[src/rtl/maze_solver_core_if.sv]
// maze_solver_core_if
//   Groups the maze-memory read port and the path-replay handshake of
//   maze_solver_core.
//   Parameter CW : coordinate width (maze address is 2*CW bits, {Y,X}).
//   Signals:
//     maze_re    solver -> memory  read strobe
//     maze_addr  solver -> memory  cell address {Y,X}
//     maze_rdata memory -> solver  1 = wall, valid one cycle after maze_re
//     move_valid solver -> sink    replayed move available
//     move_ready sink   -> solver  move accepted this cycle
//     move_dir   solver -> sink    replayed move direction
//   Modports: master (solver side), slave (memory / move sink side).
interface maze_solver_core_if #(
  parameter int CW = 4
);
  logic            maze_re;
  logic [2*CW-1:0] maze_addr;
  logic            maze_rdata;
  logic            move_valid;
  logic            move_ready;
  logic [1:0]      move_dir;

  modport master (
    output maze_re, maze_addr, move_valid, move_dir,
    input  maze_rdata, move_ready
  );

  modport slave (
    input  maze_re, maze_addr, move_valid, move_dir,
    output maze_rdata, move_ready
  );
endinterface

[src/rtl/maze_solver_core.sv]
// maze_solver_core
//   Depth-first maze solver over a 2^CW x 2^CW grid. Starts at (0,0), probes
//   neighbours in direction order 0..3 (0:X-1, 1:Y+1, 2:Y-1, 3:X+1), pushes
//   every move on a 2-bit path stack, backtracks when a cell is exhausted and,
//   on reaching (2^CW-1, 2^CW-1), replays the stack bottom-up over a
//   valid/ready handshake.
//   Parameters: CW (coordinate width), DEPTH (path stack entries).
//   Ports:
//     clk        clock, all state changes on the rising edge
//     rst        asynchronous active-low reset
//     start      one-cycle solve request, honoured in IDLE/DONE/FAIL
//     bus        maze_solver_core_if.master (maze read port + replay handshake)
//     busy       solve or replay in progress
//     done       solve finished, path replayed
//     fail       no path found (or stack overflow)
//     overflow   the failure was a push on a full stack
//     X, Y       current cell
//     path_len   current stack occupancy
//   Optional feature: define MAZE_VISITED_EN to add a visited-cell map; a
//   visited neighbour is then treated as a wall. Without it only immediate
//   reversal is excluded, so cyclic mazes may end in overflow.
module maze_solver_core #(
  parameter int CW    = 4,
  parameter int DEPTH = 64
) (
  input  logic                       clk,
  input  logic                       rst,
  input  logic                       start,
  maze_solver_core_if.master         bus,
  output logic                       busy,
  output logic                       done,
  output logic                       fail,
  output logic                       overflow,
  output logic [CW-1:0]              X,
  output logic [CW-1:0]              Y,
  output logic [$clog2(DEPTH+1)-1:0] path_len
);

  localparam int PW = $clog2(DEPTH + 1);
  localparam int IW = (DEPTH > 1) ? $clog2(DEPTH) : 1;
  localparam logic [CW-1:0] CMAX = '1;

  localparam logic [2:0] S_IDLE   = 3'd0;
  localparam logic [2:0] S_PROBE  = 3'd1;
  localparam logic [2:0] S_CHECK  = 3'd2;
  localparam logic [2:0] S_BACK   = 3'd3;
  localparam logic [2:0] S_REPLAY = 3'd4;
  localparam logic [2:0] S_DONE   = 3'd5;
  localparam logic [2:0] S_FAIL   = 3'd6;

  logic [2:0]    state;
  logic [CW-1:0] x, y;
  logic [1:0]    dir;
  logic [PW-1:0] sp;
  logic [IW-1:0] ridx;
  logic          ovf;
  logic [1:0]    stack [DEPTH];

  logic [PW-1:0]   sp_m1;
  logic [1:0]      top;
  logic [2*CW-1:0] naddr;
  logic [2*CW-1:0] baddr;
  logic            oob;
  logic            skip;
  logic            full;
  logic            blocked;
  logic [2:0]      adv_state;

  // Cell reached from (cx,cy) by one step in direction d, packed as {Y,X}.
  function automatic logic [2*CW-1:0] step(input logic [CW-1:0] cx,
                                           input logic [CW-1:0] cy,
                                           input logic [1:0]    d);
    logic [CW-1:0] sx;
    logic [CW-1:0] sy;
    sx = cx;
    sy = cy;
    unique case (d)
      2'd0:    sx = cx - CW'(1);
      2'd1:    sy = cy + CW'(1);
      2'd2:    sy = cy - CW'(1);
      default: sx = cx + CW'(1);
    endcase
    return {sy, sx};
  endfunction

  assign sp_m1 = sp - PW'(1);
  assign top   = stack[sp_m1[IW-1:0]];
  assign naddr = step(x, y, dir);
  // Direction codes are laid out so that bitwise inversion is the reverse move.
  assign baddr = step(x, y, ~top);
  assign full  = (sp == PW'(DEPTH));

  always_comb begin
    unique case (dir)
      2'd0:    oob = (x == '0);
      2'd1:    oob = (y == CMAX);
      2'd2:    oob = (y == '0);
      default: oob = (x == CMAX);
    endcase
  end

  // Out-of-bounds and straight-back-the-way-we-came are skipped without a read.
  assign skip = oob | ((sp != '0) & (dir == ~top));

  // Where to go when the current trial direction is rejected: next direction,
  // or, once all four are used up, backtrack (or give up at the start cell).
  assign adv_state = (dir != 2'd3) ? S_PROBE :
                     ((sp == '0) ? S_FAIL : S_BACK);

`ifdef MAZE_VISITED_EN
  logic [2**(2*CW)-1:0] visited;
  assign blocked = bus.maze_rdata | visited[naddr];
`else
  assign blocked = bus.maze_rdata;
`endif

  always_ff @(posedge clk or negedge rst) begin
    if (!rst) begin
      state <= S_IDLE;
      x     <= '0;
      y     <= '0;
      dir   <= '0;
      sp    <= '0;
      ridx  <= '0;
      ovf   <= 1'b0;
      for (int unsigned i = 0; i < DEPTH; i++) begin
        stack[i] <= '0;
      end
`ifdef MAZE_VISITED_EN
      visited <= '0;
`endif
    end else begin
      unique case (state)
        S_IDLE, S_DONE, S_FAIL: begin
          if (start) begin
            state <= S_PROBE;
            x     <= '0;
            y     <= '0;
            dir   <= '0;
            sp    <= '0;
            ridx  <= '0;
            ovf   <= 1'b0;
`ifdef MAZE_VISITED_EN
            visited    <= '0;
            visited[0] <= 1'b1;
`endif
          end
        end

        S_PROBE: begin
          if (skip) begin
            dir   <= dir + 2'd1;
            state <= adv_state;
          end else begin
            state <= S_CHECK;
          end
        end

        S_CHECK: begin
          if (blocked) begin
            dir   <= dir + 2'd1;
            state <= adv_state;
          end else if (full) begin
            ovf   <= 1'b1;
            state <= S_FAIL;
          end else begin
            stack[sp[IW-1:0]] <= dir;
            sp    <= sp + PW'(1);
            {y, x} <= naddr;
            dir   <= '0;
            ridx  <= '0;
            state <= (naddr == '1) ? S_REPLAY : S_PROBE;
`ifdef MAZE_VISITED_EN
            visited[naddr] <= 1'b1;
`endif
          end
        end

        S_BACK: begin
          {y, x} <= baddr;
          sp     <= sp_m1;
          dir    <= top + 2'd1;
          // A popped 3 means that cell is exhausted too: keep unwinding.
          if (top == 2'd3) begin
            state <= (sp_m1 == '0) ? S_FAIL : S_BACK;
          end else begin
            state <= S_PROBE;
          end
        end

        S_REPLAY: begin
          if (bus.move_ready) begin
            if (ridx == sp_m1[IW-1:0]) begin
              state <= S_DONE;
            end else begin
              ridx <= ridx + IW'(1);
            end
          end
        end

        default: state <= S_IDLE;
      endcase
    end
  end

  assign bus.maze_re    = (state == S_PROBE) & ~skip;
  assign bus.maze_addr  = naddr;
  assign bus.move_valid = (state == S_REPLAY);
  assign bus.move_dir   = stack[ridx];

  assign busy     = (state == S_PROBE) | (state == S_CHECK) |
                    (state == S_BACK)  | (state == S_REPLAY);
  assign done     = (state == S_DONE);
  assign fail     = (state == S_FAIL);
  assign overflow = ovf;
  assign X        = x;
  assign Y        = y;
  assign path_len = sp;

endmodule
[src/flat_wrapper.sv]
// flat-port wrapper written by rule: the top's interface ports become plain ports
module maze_solver_core_flat 
#(
  parameter int CW    = 4,
  parameter int DEPTH = 64
)
  (clk, rst, start, busy, done, fail, overflow, X, Y, path_len, bus_maze_re, bus_maze_addr, bus_move_valid, bus_move_dir, bus_maze_rdata, bus_move_ready);
  maze_solver_core_if #(.CW(CW)) bus_i ();
  input  logic clk;
  input  logic rst;
  input  logic start;
  output logic busy;
  output logic done;
  output logic fail;
  output logic overflow;
  output logic [CW-1:0] X;
  output logic [CW-1:0] Y;
  output logic [$clog2(DEPTH+1)-1:0] path_len;
  output wire logic [$bits(bus_i.maze_re)-1:0] bus_maze_re;
  output wire logic [$bits(bus_i.maze_addr)-1:0] bus_maze_addr;
  output wire logic [$bits(bus_i.move_valid)-1:0] bus_move_valid;
  output wire logic [$bits(bus_i.move_dir)-1:0] bus_move_dir;
  input wire logic [$bits(bus_i.maze_rdata)-1:0] bus_maze_rdata;
  input wire logic [$bits(bus_i.move_ready)-1:0] bus_move_ready;
  assign bus_maze_re = bus_i.maze_re;
  assign bus_maze_addr = bus_i.maze_addr;
  assign bus_move_valid = bus_i.move_valid;
  assign bus_move_dir = bus_i.move_dir;
  assign bus_i.maze_rdata = bus_maze_rdata;
  assign bus_i.move_ready = bus_move_ready;
  maze_solver_core #(.CW(CW), .DEPTH(DEPTH)) u_core (.clk(clk), .rst(rst), .start(start), .bus(bus_i), .busy(busy), .done(done), .fail(fail), .overflow(overflow), .X(X), .Y(Y), .path_len(path_len));
endmodule
[config.mk]
export PLATFORM = sky130hd
export DESIGN_NAME = maze_solver_core_flat
export DESIGN_NICKNAME = d
export VERILOG_FILES = /design/src/rtl/maze_solver_core_if.sv /design/src/rtl/maze_solver_core.sv /design/src/flat_wrapper.sv
export SDC_FILE = /design/constraint.sdc
export NUM_CORES = 1
export LEC_CHECK = 0
export ABC_CLOCK_PERIOD_IN_PS = 5500
export BUFFER_PORTS_ARGS = -buffer_cell sky130_fd_sc_hd__buf_2
export CORE_MARGIN = 1.5
export CORE_UTILIZATION = 63
export DETAILED_ROUTE_END_ITERATION = 8
export GPL_TIMING_DRIVEN = 1
export PLACE_DENSITY = 0.78
export SETUP_SLACK_MARGIN = 0.05
export SLEW_MARGIN = 20
export SYNTH_ARGS = -nofsm -noshare
export SYNTH_HDL_FRONTEND = slang
export SYNTH_SLANG_ARGS = --single-unit
export TNS_END_PERCENT = 1
[constraint.sdc]
create_clock -name clk -period 5.5 [get_ports clk]
set_input_delay 1.1 -clock clk [delete_from_list [all_inputs] [get_ports clk]]
set_output_delay 1.1 -clock clk [all_outputs]
set_load 0.02 [all_outputs]
==> results of run 1 <==
-- cell usage after synthesis, types with 6 or more instances --
library cell    n
nand3_1        16
xnor2_1        16
inv_1          19
a21o_1          8
mux2i_1        20
xor2_1          9
o21ai_0       101
and3_1          9
nor3_1         18
buf_6           6
ha_1           18
mux2_2         46
a21oi_1        21
mux4_2         71
dfrtp_1       155
nor2_1         59
nand2_1       185
clkbuf_1       41
a221oi_1        9
-- registers in the layout, summed over array words and instances, names as in the netlist --
signal,count
u_core.stack,128
u_core.ridx,6
u_core.overflow,1
u_core.dir,2
u_core.path_len,7
u_core.Y,4
u_core.X,4
u_core.state,3
-- kinds of logic after synthesis --
kind of cell | after synthesis | share of synthesized area, %
flip-flops | 155 | 39.48
buffers and inverters | 82 | 4.049
XOR/XNOR | 30 | 3.349
AND/OR/NAND/NOR | 326 | 14.67
adder cells (fa/ha/maj) | 18 | 2.292
multiplexers | 142 | 24.60
AO/OA/AOI/OAI | 187 | 11.56
-- worst max-delay path, stage by stage, from the launching register on --
cell,delay [ps]
dfrtp_1,380
inv_1,180
ha_1,380
xor2_4,360
buf_4,300
mux4_2,310
nand2b_1,150
a311oi_1,520
nor3_1,130
or4_4,550
nand2_2,120
and2_1,140
buf_2,160
-- stage by stage --
step	utilization [%]	cell area, sq um	hold slack [ps]
6_report	70.36	10700	505.3
5_1_grt	70.36	10700	528.4
4_1_cts	70.35	10690	505.7
3_5_place_dp	66.49	10110	491.0
3_3_place_gp	66.49	10110	475.6
2_1_floorplan	-	9826	458.0
-- layer usage --
metal  part of all wire, %  wire length [um]  global-route usage, %
met1                    38             10330                  46.10
met2                    46             12580                  55.53
met3                    11              2957                  10.89
met4                   5.4              1477                  17.65
met5                 0.048                13                      0
-- final cells by class --
cell class	instances	share of cell area, %
Clock buffer	20	4.176
Clock inverter	12	1.298
Inverter	20	0.7018
Multi-Input combinational cell	703	52.08
Sequential cell	155	36.28
Tap cell	188	2.199
Timing Repair Buffer	57	3.264
-- layout by cell type, fill, tap and decap left out, types with 5 or more instances in the layout --
cell and n:
xnor2_1 16, buf_2 34, o21ai_1 5, inv_1 19, a221oi_1 9, nand3_1 16, o211ai_1 5, and3_1 9
or3_1 5, nand2_1 185, a21o_1 8, clkbuf_16 17, mux4_2 71, xor2_1 9, a21oi_1 21, a22oi_1 5
buf_4 22, o21ai_0 101, nor3_1 16, nor2_1 59, dfrtp_1 153, mux2i_1 20, mux2_2 46, ha_1 18
clkinv_4 5
-- final timing paths --
check                      slack (ps)  cells past startpoint                end                from
setup / recovery                  260                     12        bus_maze_re  u_core.path_len[1]
setup reg to reg                 1150                     14      u_core.dir[1]  u_core.path_len[1]
min in group asynchronous         780                      1        u_core.Y[1]                 rst
max in group asynchronous        3560                      2  u_core.stack[104]                 rst
hold reg to reg                   510                      2   u_core.stack[29]    u_core.stack[29]
hold / removal                    510                      2   u_core.stack[29]    u_core.stack[29]
-- power breakdown --
group / switching (mW) / internal (mW) / total, mW
Clock: 0.494 / 0.684 / 1.18
Combinational: 1.57 / 0.936 / 2.51
Sequential: 0.155 / 1.24 / 1.39
==> impl_metrics.py, run 1 <==
metrics = {
    "outcome": {
        "status": "completed",
    },
    "setup_path": {
        "cp-start-kind": "register",
        "required_ps": 4400,
        "worstSetupPathType": "reg -> out",
        "worst_ep_arrival_time_ps": 4140,
        "critPathMaxFanout": 12,
        "cp-end-kind": "output port",
    },
    "clock_network": {
        "cts.sinks": 155,
        "clkTransAtPathRegs_ps": 60,
        "htree_levels": 4,
        "cts_setup_buffers": 0,
        "cts_resized": 0,
        "cts_max_path_buffers": 2,
        "clockRootBuffer": "clkbuf_16",
        "cts_buffers": 17,
        "cts_tree": "yes",
        "clkLatencyLatePin_ps": 440,
        "cts_hold_buf": 0,
    },
    "placed_design": {
        "post-place-ws_ps": 769.2,
        "gp_routability_congestion": 1.048,
        "port_buffers": 35,
        "hpwl_um": 18750,
        "placed_cells": 1123,
    },
    "pwr": {
        "p_leak_nw": 4.558,
        "finalPower_mw": 5.078,
        "peakVddDrop_mv": 0.3331,
        "power_density_nw_per_um2": 474.7,
    },
    "die": {
        "io_pins": 36,
        "initial_core_util_pct": 64.63,
        "die-area_sq_um": 16350,
        "row_count": 45,
        "die_w_um": 127.9,
        "dieHeight_um": 127.9,
        "core_sq_um": 15200,
    },
    "finish": {
        "fin_nets": 977,
        "instances_no_fill": 1155,
        "multi_input_area_sq_um": 5570,
        "fillers": 1112,
        "num_antenna_cells": 0,
        "drive_above_1_share_pct": 23.37,
        "area_delta_synth_final_pct": 8.863,
        "regArea_sq_um": 3881,
    },
    "synthesis": {
        "synthDominantCellAreaShare_pct": 39.48,
        "synthArstFlopShare_pct": 100.0,
        "synth_ff_type": "dfrtp_1",
        "synth_top_cell_by_area": "dfrtp_1",
        "yosysWarnings": 0,
        "synth-seq-area-share_pct": 39.48,
        "synth-seq-cells": 155,
        "synth-edff-count": 0,
        "yosysUniqueCellTypes": 77,
        "synthTopCellsByArea": "dfrtp_1 (39%), mux4_2 (16%), nand2_1 (7.1%), mux2_2 (5.3%), o21ai_0 (5.1%)",
        "synth.avg_cell_area_sq_um": 10.45,
        "syn_nets": 963,
        "syn_inst": 940,
        "syn_area_sq_um": 9826,
    },
    "route": {
        "dr.pass1.iters": 7,
        "ant_nets": 0,
        "viasPerCell": 6.935,
        "vias": 8010,
        "drt_iter0_drc": 844,
        "wl_per_cell_um": 23.69,
        "drc_errors": 0,
        "wl_um": 27370,
    },
    "timing": {
        "finalClockSkew_ps": 7.802,
        "fmax_mhz": 190.9,
        "hold_violations": 0,
        "setup_viol": 0,
        "setup_tns_ps": 0,
        "maxSlewViolCount": 0,
        "rsz0062_at_grt": "no",
        "min_period_ps": 5238,
        "slew_headroom_pct": 15.42,
        "min_period_over_period_pct": 95.24,
        "fin_ws_ps": 261.6,
        "tightest_slew_ps": 1262,
    },
    "grt": {
        "antenna_found_initial": 1,
        "grt_pass1_vias": 7897,
        "overflow": 0,
        "grt_first_pass_wirelength_um": 43590,
        "grt_max_degree": 114,
        "grt_usage_pct": 35.75,
    },
    "min_path": {
        "min_path_type": "reg -> reg",
    },
    "flow_run": {
        "cap_violations": 0,
    },
}
Power figures use the tool's default switching activity.
==> inputs of run 2 (changes only) <==
Settings changed: ABC_AREA set to 1.
==> run 2 against run 1 <==
  * Clock power about the same
  * Sequential share of layout area increased by 0.65 points
  * Area after synthesis decreased by 1.4%
  * Design area decreased by 1.8%
  * Non-clock buffer count decreased by 8
  * Synthesized cell count increased by 47%
  * Clock-buffer cell count decreased by 1
  * Global-route usage increased by 2.5 points
  * Maximum frequency increased by 15%
  * Highest routed layer unchanged
==> impl_metrics.py, run 2 <==
metrics = {
    "synthesis": {
        "synth_most_common_cell": "nand2_1",
        "synthTopCellsByArea": "dfrtp_1 (40%), nand2_1 (16%), o21ai_0 (12%), nand3_1 (7.2%), nor2_1 (3.4%)",
        "yosysWarnings": 0,
        "synth-seq-cells": 155,
        "yosys-top-cells-count": "nand2_1 (414), o21ai_0 (231), dfrtp_1 (155)",
        "yosysUniqueCellTypes": 41,
        "syn_area_sq_um": 9689,
        "syn_nets": 1409,
        "synth_ff_type": "dfrtp_1",
        "synthDominantCellAreaShare_pct": 40.03,
        "syn_inst": 1386,
        "synth_top_cell_by_area": "dfrtp_1",
        "synth-edff-count": 0,
        "synth-seq-area-share_pct": 40.03,
        "synth.avg_cell_area_sq_um": 6.991,
        "synthArstFlopShare_pct": 100.0,
    },
    "route": {
        "dr.pass1.iters": 6,
        "vias": 9900,
        "drc_errors": 0,
        "wl_met1_um": 12430,
        "wl_met3_um": 3155,
        "routed.top_layer": "met5",
        "viasPerCell": 6.258,
        "wl_per_cell_um": 18.90,
        "ant_nets": 0,
        "wl_um": 29890,
        "drt_iter0_drc": 1316,
        "dr_wl_met2_um": 13360,
    },
    "die": {
        "die-area_sq_um": 16130,
        "dieHeight_um": 127.0,
        "initial_core_util_pct": 64.21,
        "core_sq_um": 15090,
        "row_count": 45,
        "die_w_um": 127.0,
        "io_pins": 36,
    },
    "clock_network": {
        "cts_resized": 0,
        "htree_levels": 4,
        "cts_max_path_buffers": 2,
        "cts_setup_buffers": 0,
        "clockRootBuffer": "clkbuf_16",
        "clkTransAtPathRegs_ps": 60,
        "cts_hold_buf": 0,
        "cts_buffers": 17,
        "cts.sinks": 155,
        "clkLatencyLatePin_ps": 440,
        "cts_tree": "yes",
    },
    "placed_design": {
        "port_buffers": 35,
        "gp_routability_congestion": 1.016,
        "hpwl_um": 19770,
        "post-place-ws_ps": 1507,
    },
    "timing": {
        "setup_tns_ps": 0,
        "finalClockSkew_ps": 6.294,
        "rsz0062_at_grt": "no",
        "fmax_mhz": 220.1,
        "fin_ws_ps": 957.5,
        "setup_viol": 0,
        "min_period_ps": 4542,
        "slew_headroom_pct": 23.32,
        "min_period_over_period_pct": 82.59,
        "tightest_slew_ps": 1144,
        "hold_violations": 0,
        "maxSlewViolCount": 0,
    },
    "finish": {
        "num_antenna_cells": 0,
        "fillers": 1283,
        "largest_reg_flops": 128,
        "drive_above_1_share_pct": 8.106,
        "layout_common_cells": "nand2_1 (414), o21ai_0 (231), dfrtp_1 (153)",
        "final_common_cell": "nand2_1",
        "fin_nets": 1404,
        "top_register": "u_core.stack",
        "area_delta_synth_final_pct": 8.445,
    },
    "setup_path": {
        "cp-start-kind": "register",
        "cp_slowest_stage_delay_ps": 610,
        "worst_ep_arrival_time_ps": 3440,
        "required_ps": 4400,
        "path_cells": "inv_1 > ha_1 > inv_2 > nand3_1 > nand3_1 > nand3_1 > nand3_1 > nand3_1 > a21oi_1 > nor2_1 > nand2_1 > nand3_2 > inv_1 > buf_2",
        "crit_top_cell": "nand3_1",
        "critPathMaxFanout": 45,
        "cp.buffers_inverters": 4,
        "crit_family": "simple AND/OR/NAND/NOR gates",
        "worstSetupPathType": "reg -> out",
        "cp-end-kind": "output port",
        "slowest_stage": "inv_2",
    },
    "grt": {
        "grt_max_degree": 95,
        "overflow": 0,
        "grt_first_pass_wirelength_um": 47940,
        "grt_usage_pct": 38.26,
        "antenna_found_initial": 0,
        "grt_pass1_vias": 8982,
    },
    "outcome": {
        "status": "completed",
    },
    "flow_run": {
        "cap_violations": 0,
    },
    "min_path": {
        "min_path_type": "reg -> reg",
    },
    "pwr": {
        "p_leak_nw": 4.559,
        "peakVddDrop_mv": 0.5056,
        "power_density_nw_per_um2": 552.3,
    },
}
-- run 2: changes by cell type after synthesis, moves of 25 or more --
cell     previous run  this run
mux4_2             71         0
nand2_1           185       414
a21oi_1            21        46
o21ai_0           101       231
nand3_1            16       139
mux2_2             46         0
nor2_1             59        88
inv_1              19        84
-- run 2: area by class of cell --
| class | instances | area, sq um | area share [%] |
|---|---|---|---|
| flip-flops and latches | 155 | 3881 | 36.94 |
| well taps | 188 | 235.2 | 2.239 |
| clock buffers | 19 | 452.9 | 4.311 |
| repair buffers | 49 | 286.5 | 2.727 |
| multi-input cells | 1064 | 5167 | 49.18 |
| inverters | 94 | 355.3 | 3.382 |
| clock inverters | 13 | 128.9 | 1.226 |
-- run 2: worst paths after layout --
path	start	end	slack (ps)	depth (start not counted)
min reg2reg	u_core.overflow	u_core.overflow	460	2
max in group asynchronous	rst	u_core.stack[111]	3810	2
max	u_core.path_len[1]	bus_maze_re	960	14
max reg2reg	u_core.path_len[1]	u_core.state[0]	1440	21
min	u_core.overflow	u_core.overflow	460	2
min in group asynchronous	rst	u_core.stack[16]	650	1
-- run 2: logic make-up after synthesis --
group                    Yosys count  share of synthesized area (%)
AND/OR/NAND/NOR                  688                          30.66
adder cells (fa/ha/maj)           18                          2.324
buffers and inverters            167                          6.741
AO/OA/AOI/OAI                    346                          19.16
XOR/XNOR                          12                          1.085
flip-flops                       155                          40.03
-- run 2: metal layers --
layer  track usage, %  vias up
li1                 -     4648
met1            53.11     4595
met2            58.02      571
met3            9.506       84
met4            14.64        2
met5            2.477        -
-- run 2: stage by stage --
step / hold slack (ps) / area [sq um] / instances / util, % / total power, mW
finish: 464.2 / 10510 / 1582 / 69.64 / 5.804
floorplan: 453.0 / 9689 / 1386 / - / 3.666
CTS: 468.6 / 10510 / 1582 / 69.64 / 5.727
global route: 511.5 / 10510 / 1582 / 69.64 / 6.189
detailed placement: 452.6 / 9926 / 1550 / 65.78 / 4.544
global placement: 456.2 / 9926 / 1550 / 65.78 / 4.520
-- run 2: worst register-to-register path, stage by stage, from the launching register on --
cell and delay [ps]:
dfrtp_1 450, inv_1 160, ha_1 330, inv_2 610
a21oi_1 140, o21ai_0 130, nand3_1 110, nand3_1 130
nand3_1 90, nand3_1 140, nand2_1 130, inv_1 150
ha_1 250, inv_1 110, nor4_1 300, nand4_1 200
a21oi_1 180, nand2_1 70, a21oi_1 120, nand2_1 70
nand2_1 50, nand2_1 40
-- run 2: report_power, final --
group / total [mW] / switching (mW) / internal (mW)
combinational: 3.20 / 2.28 / 0.915
sequential: 1.43 / 0.174 / 1.26
clock: 1.18 / 0.517 / 0.659
total: 5.80 / 2.97 / 2.83
==> inputs of run 3 (changes only) <==
Settings changed: ABC_CLOCK_PERIOD_IN_PS 5500 to 4200.
Clock period 5.5 ns to 4.2 ns, I/O delays scaled along.
==> run 3 against run 2 <==
  * Global-route usage is 0.22 points lower
  * Design area up 1.3%
  * Die area unchanged
  * Clock power grew 34%
  * Register-to-register slack lost 850 ps
  * Highest routed layer is now met4
==> impl_metrics.py, run 3 (synthesis results as in run 2) <==
metrics = {
    "finish": {
        "final_util_pct": 70.51,
        "area_delta_synth_final_pct": 9.814,
        "top_register": "u_core.stack",
        "drive_above_1_share_pct": 9.058,
        "num_antenna_cells": 0,
        "largest_reg_flops": 128,
        "final_common_cell": "nand2_1",
        "layout_common_cells": "nand2_1 (412), o21ai_0 (231), dfrtp_1 (152)",
        "fin_nets": 1412,
        "stdcell_area_sq_um": 10640,
    },
    "outcome": {
        "status": "completed",
    },
    "placed_design": {
        "placed_cell_area_sq_um": 9981,
        "gp_routability_congestion": 0.9539,
        "port_buffers": 35,
        "post-place-ws_ps": 511.2,
        "hpwl_um": 19950,
    },
    "die": {
        "initial_core_util_pct": 64.21,
        "row_count": 45,
        "die-area_sq_um": 16130,
        "io_pins": 36,
        "dieHeight_um": 127.0,
        "die_w_um": 127.0,
        "core_sq_um": 15090,
    },
    "timing": {
        "holdWs_ps": 438.4,
        "setup_tns_ps": 0,
        "rsz0062_at_grt": "no",
        "min_period_over_period_pct": 94.21,
        "tightest_slew_ps": 1201,
        "hold_violations": 0,
        "min_period_ps": 3957,
        "fmax_mhz": 252.7,
        "maxSlewViolCount": 0,
        "setup_viol": 0,
        "finalClockSkew_ps": 9.161,
        "fin_ws_ps": 243.2,
        "slew_headroom_pct": 19.50,
    },
    "grt": {
        "grt_max_degree": 95,
        "grt_usage_pct": 38.04,
        "grt_pass1_vias": 8919,
        "grt_first_pass_wirelength_um": 47950,
        "overflow": 0,
        "antenna_found_initial": 0,
    },
    "clock_network": {
        "cts_buffers": 17,
        "cts_hold_buf": 0,
        "cts_tree": "yes",
        "clockRootBuffer": "clkbuf_16",
        "clkTransAtPathRegs_ps": 70,
        "htree_levels": 4,
        "clkLatencyLatePin_ps": 430,
        "cts.sinks": 155,
        "cts_max_path_buffers": 2,
    },
    "setup_path": {
        "cp-start-kind": "register",
        "rr_worst_depth": 22,
        "critPathMaxFanout": 94,
        "worst_ep_arrival_time_ps": 3120,
        "required_ps": 3360,
        "cp-end-kind": "output port",
        "worstSetupPathType": "reg -> out",
    },
    "route": {
        "wl_per_cell_um": 18.98,
        "drc_errors": 0,
        "vias": 10010,
        "drt_iter0_drc": 1469,
        "viasPerCell": 6.296,
        "ant_nets": 0,
        "dr.pass1.iters": 7,
        "wl_um": 30170,
    },
    "pwr": {
        "peakVddDrop_mv": 0.4468,
        "power_density_nw_per_um2": 728.2,
        "p_leak_nw": 4.605,
    },
    "min_path": {
        "min_path_type": "in -> async",
    },
    "flow_run": {
        "cap_violations": 0,
    },
}
## run 3: changes by cell type in the layout (fill, tap and decap cells not counted), moves of 2 or more
cell / before / now
nand2_2: 1 / 3
nand2_1: 414 / 412
clkinvlp_4: 0 / 3
buf_12: 0 / 2
inv_1: 82 / 80
buf_4: 14 / 17
## run 3: per-layer routing
| metal | routed length (um) | up-vias | track usage [%] |
|---|---|---|---|
| met5 | 0 | - | 0 |
| met4 | 1134 | 0 | 14.51 |
| met3 | 3006 | 112 | 8.585 |
| met2 | 13270 | 577 | 57.29 |
| met1 | 12760 | 4655 | 53.97 |
| li1 | - | 4666 | - |
## run 3: per-stage QoR
step | std cells | total power, mW
floorplan | 1386 | 4.801
global placement | 1554 | 5.928
detailed placement | 1554 | 5.976
CTS | 1586 | 7.562
global route | 1590 | 8.261
finish | 1590 | 7.748
## run 3: worst max-delay path, stage by stage (launching register included)
cell and delay [ps]:
dfrtp_2 420, clkbuf_8 370, nor2_4 340, nand2_1 140, nand2_2 240, nand3_1 230, nand3_1 140, nand3_1 130
a21oi_1 160, nor2_1 60, nand2_1 100, nand3_2 120, inv_1 80, buf_2 160
## run 3: layout make-up
class | instances | area [sq um]
multi-input cells | 1064 | 5180
fillers | 1277 | 4449
flip-flops and latches | 155 | 3882
clock buffers | 18 | 439.2
repair buffers | 57 | 387.9
inverters | 94 | 361.6
well taps | 188 | 235.2
clock inverters | 14 | 153.9
## run 3: report_power, final
group / internal [mW] / leakage (nW) / switching, mW / total, mW
clock network: 0.903 / 0.290 / 0.674 / 1.58
logic: 1.30 / 2.18 / 3.03 / 4.33
registers: 1.65 / 2.14 / 0.197 / 1.84
total: 3.84 / 4.60 / 3.90 / 7.75
## run 3: what timing repair did
item	CTS	global route
setup buffers	0	4
resized for setup	0	13
setup endpoints to repair	0	2
## run 3: path summary, 6_finish.rpt
kind | startpoint | end | slack [ps]
setup / recovery | u_core.path_len[0] | bus_maze_re | 240
min in group clk | u_core.overflow | u_core.overflow | 460
hold reg to reg | u_core.overflow | u_core.overflow | 460
hold / removal | rst | u_core.stack[17] | 440
max in group asynchronous | rst | u_core.path_len[1] | 2890
setup reg to reg | u_core.path_len[1] | u_core.state[0] | 590
